**src/rtl/ldpc_llr_frame_buffer_pkg.sv**
```systemverilog
// Shared types and constants for the LDPC LLR frame buffer.
// Symmetric LLR clip bounds and the frame FSM encoding live here.
package ldpc_llr_frame_buffer_pkg;

  localparam int N_DEF     = 198;
  localparam int LLR_W_DEF = 8;

  typedef enum logic [1:0] {
    S_LOAD,
    S_HANDOFF,
    S_DECODE,
    S_UNLOAD
  } state_e;

  function automatic int llr_max(input int w);
    return (1 << (w - 1)) - 1;
  endfunction

  // Symmetric range: the most negative code is never produced.
  function automatic int llr_min(input int w);
    return -((1 << (w - 1)) - 1);
  endfunction

endpackage

```
**src/rtl/ldpc_llr_frame_buffer_sat.sv**
```systemverilog
// One lane of input conversion: arithmetic shift then symmetric clip.
// Purely combinational; sat_o flags a clipped result.
module llr_sat_shift
  import ldpc_llr_frame_buffer_pkg::*;
#(
  parameter int IN_W  = 12,
  parameter int LLR_W = LLR_W_DEF,
  parameter int SHIFT = 4
) (
  input  logic [IN_W-1:0]  llr_i,
  output logic [LLR_W-1:0] llr_o,
  output logic             sat_o
);

  localparam logic signed [IN_W-1:0] MAXV = IN_W'(llr_max(LLR_W));
  localparam logic signed [IN_W-1:0] MINV = IN_W'(llr_min(LLR_W));

  logic signed [IN_W-1:0] t;

  always_comb begin
    t     = $signed(llr_i) >>> SHIFT;
    llr_o = t[LLR_W-1:0];
    sat_o = 1'b0;
    if (t > MAXV) begin
      llr_o = MAXV[LLR_W-1:0];
      sat_o = 1'b1;
    end else if (t < MINV) begin
      llr_o = MINV[LLR_W-1:0];
      sat_o = 1'b1;
    end
  end

endmodule

```
**src/rtl/ldpc_llr_frame_buffer.sv**
```systemverilog
// LLR frame assembly in front of the LDPC decoder and hard-decision
// streaming behind it: LOAD -> HANDOFF -> DECODE -> UNLOAD.
module ldpc_llr_frame_buffer
  import ldpc_llr_frame_buffer_pkg::*;
#(
  parameter int N     = N_DEF,
  parameter int IN_W  = 12,
  parameter int LLR_W = LLR_W_DEF,
  parameter int SHIFT = 4,
  parameter int LANES = 4
) (
  input  logic                  clk,
  input  logic                  rst,
  input  logic                  in_valid,
  output logic                  in_ready,
  input  logic [LANES*IN_W-1:0] in_llr,
  input  logic                  in_last,
  output logic                  frame_valid,
  input  logic                  frame_ack,
  output logic [N*LLR_W-1:0]    llr_frame,
  input  logic                  dec_done,
  input  logic [N-1:0]          dec_bits,
  output logic                  out_valid,
  input  logic                  out_ready,
  output logic [LANES-1:0]      out_bits,
  output logic                  out_last,
  output logic [15:0]           sat_count,
  output logic                  frame_err
);

  localparam int IDX_W = $clog2(N + 2 * LANES + 1);
  localparam int PAD   = 1 << IDX_W;

  typedef logic [IDX_W-1:0] idx_t;

  localparam idx_t N_I = idx_t'(N);
  localparam idx_t L_I = idx_t'(LANES);

  // Bits [base +: LANES] of a frame, positions past N read as 0.
  function automatic logic [LANES-1:0] pick(
    input logic [N-1:0] src,
    input idx_t         base
  );
    logic [PAD-1:0] p;
    p        = '0;
    p[N-1:0] = src;
    return p[base +: LANES];
  endfunction

  state_e               state_q, state_d;
  idx_t                 idx_q, idx_d;
  idx_t                 base_q, base_d;
  logic [N*LLR_W-1:0]   frame_q, frame_d;
  logic [N-1:0]         bits_q, bits_d;
  logic [15:0]          sat_q, sat_d;
  logic                 err_q, err_d;
  logic                 in_ready_q, in_ready_d;
  logic                 fvalid_q, fvalid_d;
  logic                 ovalid_q, ovalid_d;
  logic [LANES-1:0]     obits_q, obits_d;
  logic                 olast_q, olast_d;

  logic [LLR_W-1:0]     conv [LANES];
  logic [LANES-1:0]     sat;
  logic [LANES-1:0]     sat_hit;
  logic [16:0]          sat_sum;
  idx_t                 idx_end;
  logic                 fire_in;
  logic                 full;
  logic                 close;
  logic                 fire_out;

  for (genvar k = 0; k < LANES; k++) begin : g_lane
    llr_sat_shift #(
      .IN_W  (IN_W),
      .LLR_W (LLR_W),
      .SHIFT (SHIFT)
    ) u_sat (
      .llr_i (in_llr[k*IN_W +: IN_W]),
      .llr_o (conv[k]),
      .sat_o (sat[k])
    );
  end

  assign fire_in  = in_valid & in_ready_q & (state_q == S_LOAD);
  assign idx_end  = idx_q + L_I;
  assign full     = idx_end >= N_I;
  assign close    = fire_in & (full | in_last);
  assign fire_out = ovalid_q & out_ready;

  always_comb begin
    for (int k = 0; k < LANES; k++) begin
      sat_hit[k] = sat[k] & ((idx_q + idx_t'(k)) < N_I);
    end
    sat_sum = {1'b0, sat_q} + 17'($countones(sat_hit));
  end

  always_ff @(posedge clk or negedge rst) begin
    if (!rst) begin
      state_q    <= S_LOAD;
      idx_q      <= '0;
      base_q     <= '0;
      frame_q    <= '0;
      bits_q     <= '0;
      sat_q      <= '0;
      err_q      <= 1'b0;
      in_ready_q <= 1'b1;
      fvalid_q   <= 1'b0;
      ovalid_q   <= 1'b0;
      obits_q    <= '0;
      olast_q    <= 1'b0;
    end else begin
      state_q    <= state_d;
      idx_q      <= idx_d;
      base_q     <= base_d;
      frame_q    <= frame_d;
      bits_q     <= bits_d;
      sat_q      <= sat_d;
      err_q      <= err_d;
      in_ready_q <= in_ready_d;
      fvalid_q   <= fvalid_d;
      ovalid_q   <= ovalid_d;
      obits_q    <= obits_d;
      olast_q    <= olast_d;
    end
  end

  always_comb begin
    state_d = state_q;
    unique case (state_q)
      S_LOAD:    if (close) state_d = S_HANDOFF;
      S_HANDOFF: if (frame_ack) state_d = S_DECODE;
      S_DECODE:  if (dec_done) state_d = S_UNLOAD;
      S_UNLOAD:  if (fire_out && olast_q) state_d = S_LOAD;
      default:   state_d = S_LOAD;
    endcase
  end

  always_comb begin
    idx_d    = idx_q;
    base_d   = base_q;
    frame_d  = frame_q;
    bits_d   = bits_q;
    sat_d    = sat_q;
    err_d    = err_q;
    ovalid_d = ovalid_q;
    obits_d  = obits_q;
    olast_d  = olast_q;

    if (fire_in) begin
      // An early in_last zero-fills everything past this beat.
      for (int i = 0; i < N; i++) begin
        if (in_last && idx_t'(i) >= idx_end)
          frame_d[i*LLR_W +: LLR_W] = '0;
        for (int k = 0; k < LANES; k++) begin
          if (idx_q + idx_t'(k) == idx_t'(i))
            frame_d[i*LLR_W +: LLR_W] = conv[k];
        end
      end
      idx_d = idx_end;
      sat_d = sat_sum[16] ? 16'hFFFF : sat_sum[15:0];
      err_d = err_q | (full ^ in_last);
    end

    if (state_q == S_DECODE && dec_done) begin
      bits_d   = dec_bits;
      base_d   = '0;
      ovalid_d = 1'b1;
      obits_d  = pick(dec_bits, '0);
      olast_d  = (L_I >= N_I);
    end

    if (state_q == S_UNLOAD && fire_out) begin
      if (olast_q) begin
        ovalid_d = 1'b0;
        obits_d  = '0;
        olast_d  = 1'b0;
        base_d   = '0;
        idx_d    = '0;
        sat_d    = '0;
      end else begin
        base_d  = base_q + L_I;
        obits_d = pick(bits_q, base_d);
        olast_d = (base_d + L_I) >= N_I;
      end
    end

    in_ready_d = (state_d == S_LOAD);
    fvalid_d   = (state_d == S_HANDOFF);
  end

  assign in_ready    = in_ready_q;
  assign frame_valid = fvalid_q;
  assign llr_frame   = frame_q;
  assign out_valid   = ovalid_q;
  assign out_bits    = obits_q;
  assign out_last    = olast_q;
  assign sat_count   = sat_q;
  assign frame_err   = err_q;

endmodule

```
**config.mk**
```make
export PLATFORM = sky130hd
export DESIGN_NAME = ldpc_llr_frame_buffer
export DESIGN_NICKNAME = d
export VERILOG_FILES = /design/src/rtl/ldpc_llr_frame_buffer_pkg.sv /design/src/rtl/ldpc_llr_frame_buffer_sat.sv /design/src/rtl/ldpc_llr_frame_buffer.sv
export SDC_FILE = /design/constraint.sdc
export NUM_CORES = 2
export LEC_CHECK = 0
export BUFFER_PORTS_ARGS = -buffer_cell sky130_fd_sc_hd__buf_2
export CELL_PAD_IN_SITES_DETAIL_PLACEMENT = 1
export CELL_PAD_IN_SITES_GLOBAL_PLACEMENT = 2
export CORE_AREA = 4 4 728 730
export DETAILED_ROUTE_END_ITERATION = 10
export DIE_AREA = 0 0 732 734
export PLACE_DENSITY = 0.51
export SLEW_MARGIN = 5
export SYNTH_ARGS = -nofsm -noshare
export SYNTH_HDL_FRONTEND = slang
export SYNTH_SLANG_ARGS = --single-unit
```
**constraint.sdc**
```tcl
create_clock -name clk -period 5.7 [get_ports clk]
set_clock_uncertainty 0.1 [all_clocks]
set_input_delay 0.57 -clock clk [delete_from_list [all_inputs] [get_ports clk]]
set_output_delay 0.57 -clock clk [all_outputs]
set_load 0.01 [all_outputs]
```
==> summary.log <==
qor: setup_path.endpoint_kind flop
qor: power.p_leak 48.7 nW
qor: status.result_of_the_run finished clean
qor: setup_path.worst_path_most_repeated_cell sky130_fd_sc_hd__fa_1
qor: worst_hold_path.min_delay_worst_endpoint llr_frame[410]$_DFFE_PN0P_
qor: timing.relSlewSlack 13.2%
qor: floorplan.coreArea 0.524 mm2
qor: global_route.grt_pass1_wl 645 mm
qor: timing.final_slew_viol_count 0
qor: clock_tree.clkLatencyLatePin 930 ps
qor: setup_path.arrival_time_of_the_worst_setup_path 5730 ps
qor: worst_hold_path.hold_path.startpoint in_llr[42]
qor: layout.fillerInstances 59900
qor: detailed_routing.post-route-drc-count 0
qor: timing.final_worst_path_period_share 87.9%
qor: setup_path.reg2regPathDepth 16
qor: setup_path.crit_path_top_delay_cell sky130_fd_sc_hd__dlygate4sd3_1
qor: placement.hpwl 364 mm
qor: floorplan.pin_count 1862
qor: detailed_routing.postRouteAntennaNets 0
qor: logic_synthesis.netlist.area_leader.share 63.3%
qor: setup_path.critical_path.startpoint_type primary input
qor: logic_synthesis.synthesis.area_per_instance 11.8 um2
qor: setup_path.worstPathMaxFanout 15
qor: logic_synthesis.ys_dominant_reg_cell sky130_fd_sc_hd__dfrtp_1
qor: timing.fin_setup_tns 0 ps
qor: detailed_routing.detail_route.first_pass.iterations 5
qor: floorplan.initial_util 13.7%
qor: layout.most-common-layout-cells sky130_fd_sc_hd__buf_2 (1844), sky130_fd_sc_hd__dfrtp_1 (1817), sky130_fd_sc_hd__nand2_1 (794)
qor: setup_path.r2r_start idx_q[2]$_DFF_PN0_
qor: timing.worstMarginPinSlew 1300 ps
qor: logic_synthesis.gate_count_post_synth 6098
qor: logic_synthesis.yosys-top-cells-area sky130_fd_sc_hd__dfrtp_1 (63%), sky130_fd_sc_hd__a22o_1 (6.6%), sky130_fd_sc_hd__o21ai_0 (4.3%), sky130_fd_sc_hd__nand2_1 (4.3%), sky130_fd_sc_hd__mux2_2 (3.8%)
qor: job.cap_violations 0
qor: logic_synthesis.synth_area_leader_cell sky130_fd_sc_hd__dfrtp_1
qor: power.peakVddDrop 277 uV
qor: clock_tree.cts_buffers 233
qor: detailed_routing.routed_wirelength 490 mm
qor: layout.layout_cell_share_with_drive_strength_beyond_1 36.3%
qor: worst_hold_path.min_path_type in -> reg
qor: layout.area_delta_synth_final 40.1%
qor: setup_path.crit_path_cell_trace dlygate4sd3_1 > buf_2 > or4_1 > o41ai_1 > ha_4 > nand2_1 > fa_1 > inv_1 > fa_1 > buf_4 > fa_1 > nand4_1 > or2_2 > or3_1 > buf_4 > a31oi_1
qor: global_route.grt_max_degree 164
qor: detailed_routing.wl_per_cell 32.1 um
qor: timing.final-hold-violation-count 0
qor: logic_synthesis.synth.distinct_cells 101
qor: timing.hold-worst-slack 86.4 ps
qor: detailed_routing.drtIter0Drc 4171
qor: global_route.via_count_of_the_first_global_routing_pass 65500
qor: clock_tree.library_cell_used_as_clock_root_buffer sky130_fd_sc_hd__clkbuf_16
qor: power.power.density_cell_area 356 mW/mm2
qor: placement.gp_congestion 0.832
qor: layout.final_net_count 8332
qor: logic_synthesis.synth_seq_area_share 63.3%
qor: timing.finalSetupViolCount 0
qor: clock_tree.post_cts_setup_driven_buffer_insertion_count 0
qor: layout.postLayoutCoreUtil 19.3%
qor: logic_synthesis.synthArstFlopShare 100%
qor: floorplan.dieArea 0.537 mm2
qor: logic_synthesis.mapped_cell_area 0.0719 mm2
qor: global_route.grt.total_usage 17.6%
qor: detailed_routing.detailroute.via_count 61800
qor: clock_tree.cts_buffer_depth 4
qor: setup_path.crit_path_start in_llr[4]
qor: placement.io_buffers 1845
qor: floorplan.die_h 734 um
qor: global_route.globalRoute.totalOverflow 0
qor: clock_tree.clk_transition_reported_paths 70 ps
qor: setup_path.critical_path_cell_count 16
qor: setup_path.critPathRequiredTime 6420 ps
qor: logic_synthesis.yosysWarningCount 0
qor: logic_synthesis.synth-seq-cells 1821
qor: setup_path.capture_instance_of_the_worst_register_to_register_path sat_count[1]$_DFF_PN0_
qor: logic_synthesis.synth_edf_count 0
qor: global_route.grt_antenna_before_repair 54
qor: timing.grt_setup_unrepaired no
qor: floorplan.floorplan.die.width 732 um
qor: setup_path.timing.setup.critical_path_class in -> reg
qor: timing.final_critical_period 5010 ps
qor: clock_tree.htree_levels 4
qor: setup_path.cp_top_delay_family simple AND/OR/NAND/NOR gates
qor: layout.most_common_cell_after_layout_fill_and_taps_aside sky130_fd_sc_hd__buf_2
qor: setup_path.cp_num_buf_inv 5
qor: logic_synthesis.synth_fp_nets 6370
qor: clock_tree.cts_tree yes
qor: timing.clock.fmax 0.200 GHz
qor: clock_tree.clock_sink_count 1821
qor: setup_path.critical_path.max_stage_delay 540 ps
qor: floorplan.placementRows 266
qor: detailed_routing.via_per_inst 4.05
qor: setup_path.r2r_slack 1090 ps
qor: worst_hold_path.min_path_cells 3
[worst max-delay path by stage]
stage / end / slack, ps
finish: sat_count[1]$_DFF_PN0_ / 690
global placement: sat_count[1]$_DFF_PN0_ / 170
detailed placement: sat_count[1]$_DFF_PN0_ / 230
floorplan: sat_count[11]$_DFF_PN0_ / 1510
global route: sat_count[1]$_DFF_PN0_ / 580
CTS: sat_count[1]$_DFF_PN0_ / 730
[tightest hold or removal path, stage by stage]
cell and delay, ps:
sky130_fd_sc_hd__buf_2 130, sky130_fd_sc_hd__nand2_4 220, sky130_fd_sc_hd__o2bb2ai_1 120
[layer usage]
metal  global-route usage [%]  vias to the layer above  part of all wire, %
met4                     6.22                        4                  3.9
li1                         -                    25800                    -
met1                     20.8                    32800                   40
met2                     30.2                     2528                   49
met5                        0                        -               0.0055
met3                     5.09                      600                  7.3
[kinds of logic after synthesis]
kind of cell | count (synthesis) | synth area share [%]
AOI/OAI and AO/OA | 1829 | 17.9
and+or+nand+nor | 1489 | 8.99
buffers and inverters | 601 | 3.43
muxes | 313 | 5.65
DFF | 1821 | 63.3
adders and majority gates | 19 | 0.362
xor gates and xnor gates | 26 | 0.337
[metrics by stage]
stage                     cell area, um2  setup WS [ps]  power (mW)  instances
after floorplan                    71900           1510        17.6       6098
after global placement             90800            175        20.8      14600
after detailed placement           90800            233        21.0      14600
after CTS                         101000            733        36.7      15200
after global routing              101000            576        37.5      15200
final                             101000            690        35.9      15300
[state kept, by name (all words and copies together) (netlist names)]
register and count:
base_q 6, bits_q 198, frame_err 1, frame_valid 1, idx_q 6, in_ready 1, llr_frame 1584, out_bits 4
out_last 1, out_valid 1, sat_count 16, state_q 2
[cell type report]
| class | instances | area, um2 | area share (%) |
|---|---|---|---|
| Multi-Input combinational cell | 3676 | 25000 | 24.8 |
| Tap cell | 6968 | 8720 | 8.65 |
| Inverter | 20 | 75.1 | 0.0745 |
| Clock inverter | 74 | 890 | 0.883 |
| Antenna cell | 36 | 90.1 | 0.0894 |
| Timing Repair Buffer | 2308 | 13600 | 13.5 |
| Sequential cell | 1821 | 45600 | 45.2 |
| Clock buffer | 348 | 6900 | 6.85 |
[where the power goes]
part	leakage (nW)	internal (mW)	switching [mW]
sequential	24.6	13.9	0.601
combinational	20.2	2.32	3.88
clock	3.83	8.86	6.36
total	48.7	25.1	10.8
[what timing repair did]
action	4_1_cts	5_1_grt
hold endpoints to repair	296	0
gates resized for setup	0	0
hold buffers	206	0
endpoints found under the setup margin	0	0
[synth_stat cells, types with 49 or more instances]
master / number
sky130_fd_sc_hd__dfrtp_1: 1820
sky130_fd_sc_hd__nand2_1: 816
sky130_fd_sc_hd__o21ai_0: 615
sky130_fd_sc_hd__a22o_1: 546
sky130_fd_sc_hd__clkbuf_1: 434
sky130_fd_sc_hd__mux2_2: 241
sky130_fd_sc_hd__nor2_1: 234
sky130_fd_sc_hd__nand3_1: 184
sky130_fd_sc_hd__o31ai_1: 163
sky130_fd_sc_hd__a21oi_1: 114
sky130_fd_sc_hd__o22ai_1: 98
sky130_fd_sc_hd__o2bb2ai_1: 88
sky130_fd_sc_hd__buf_2: 85
sky130_fd_sc_hd__nor3_1: 77
sky130_fd_sc_hd__mux4_2: 49
(Power assumes the default switching activity.)
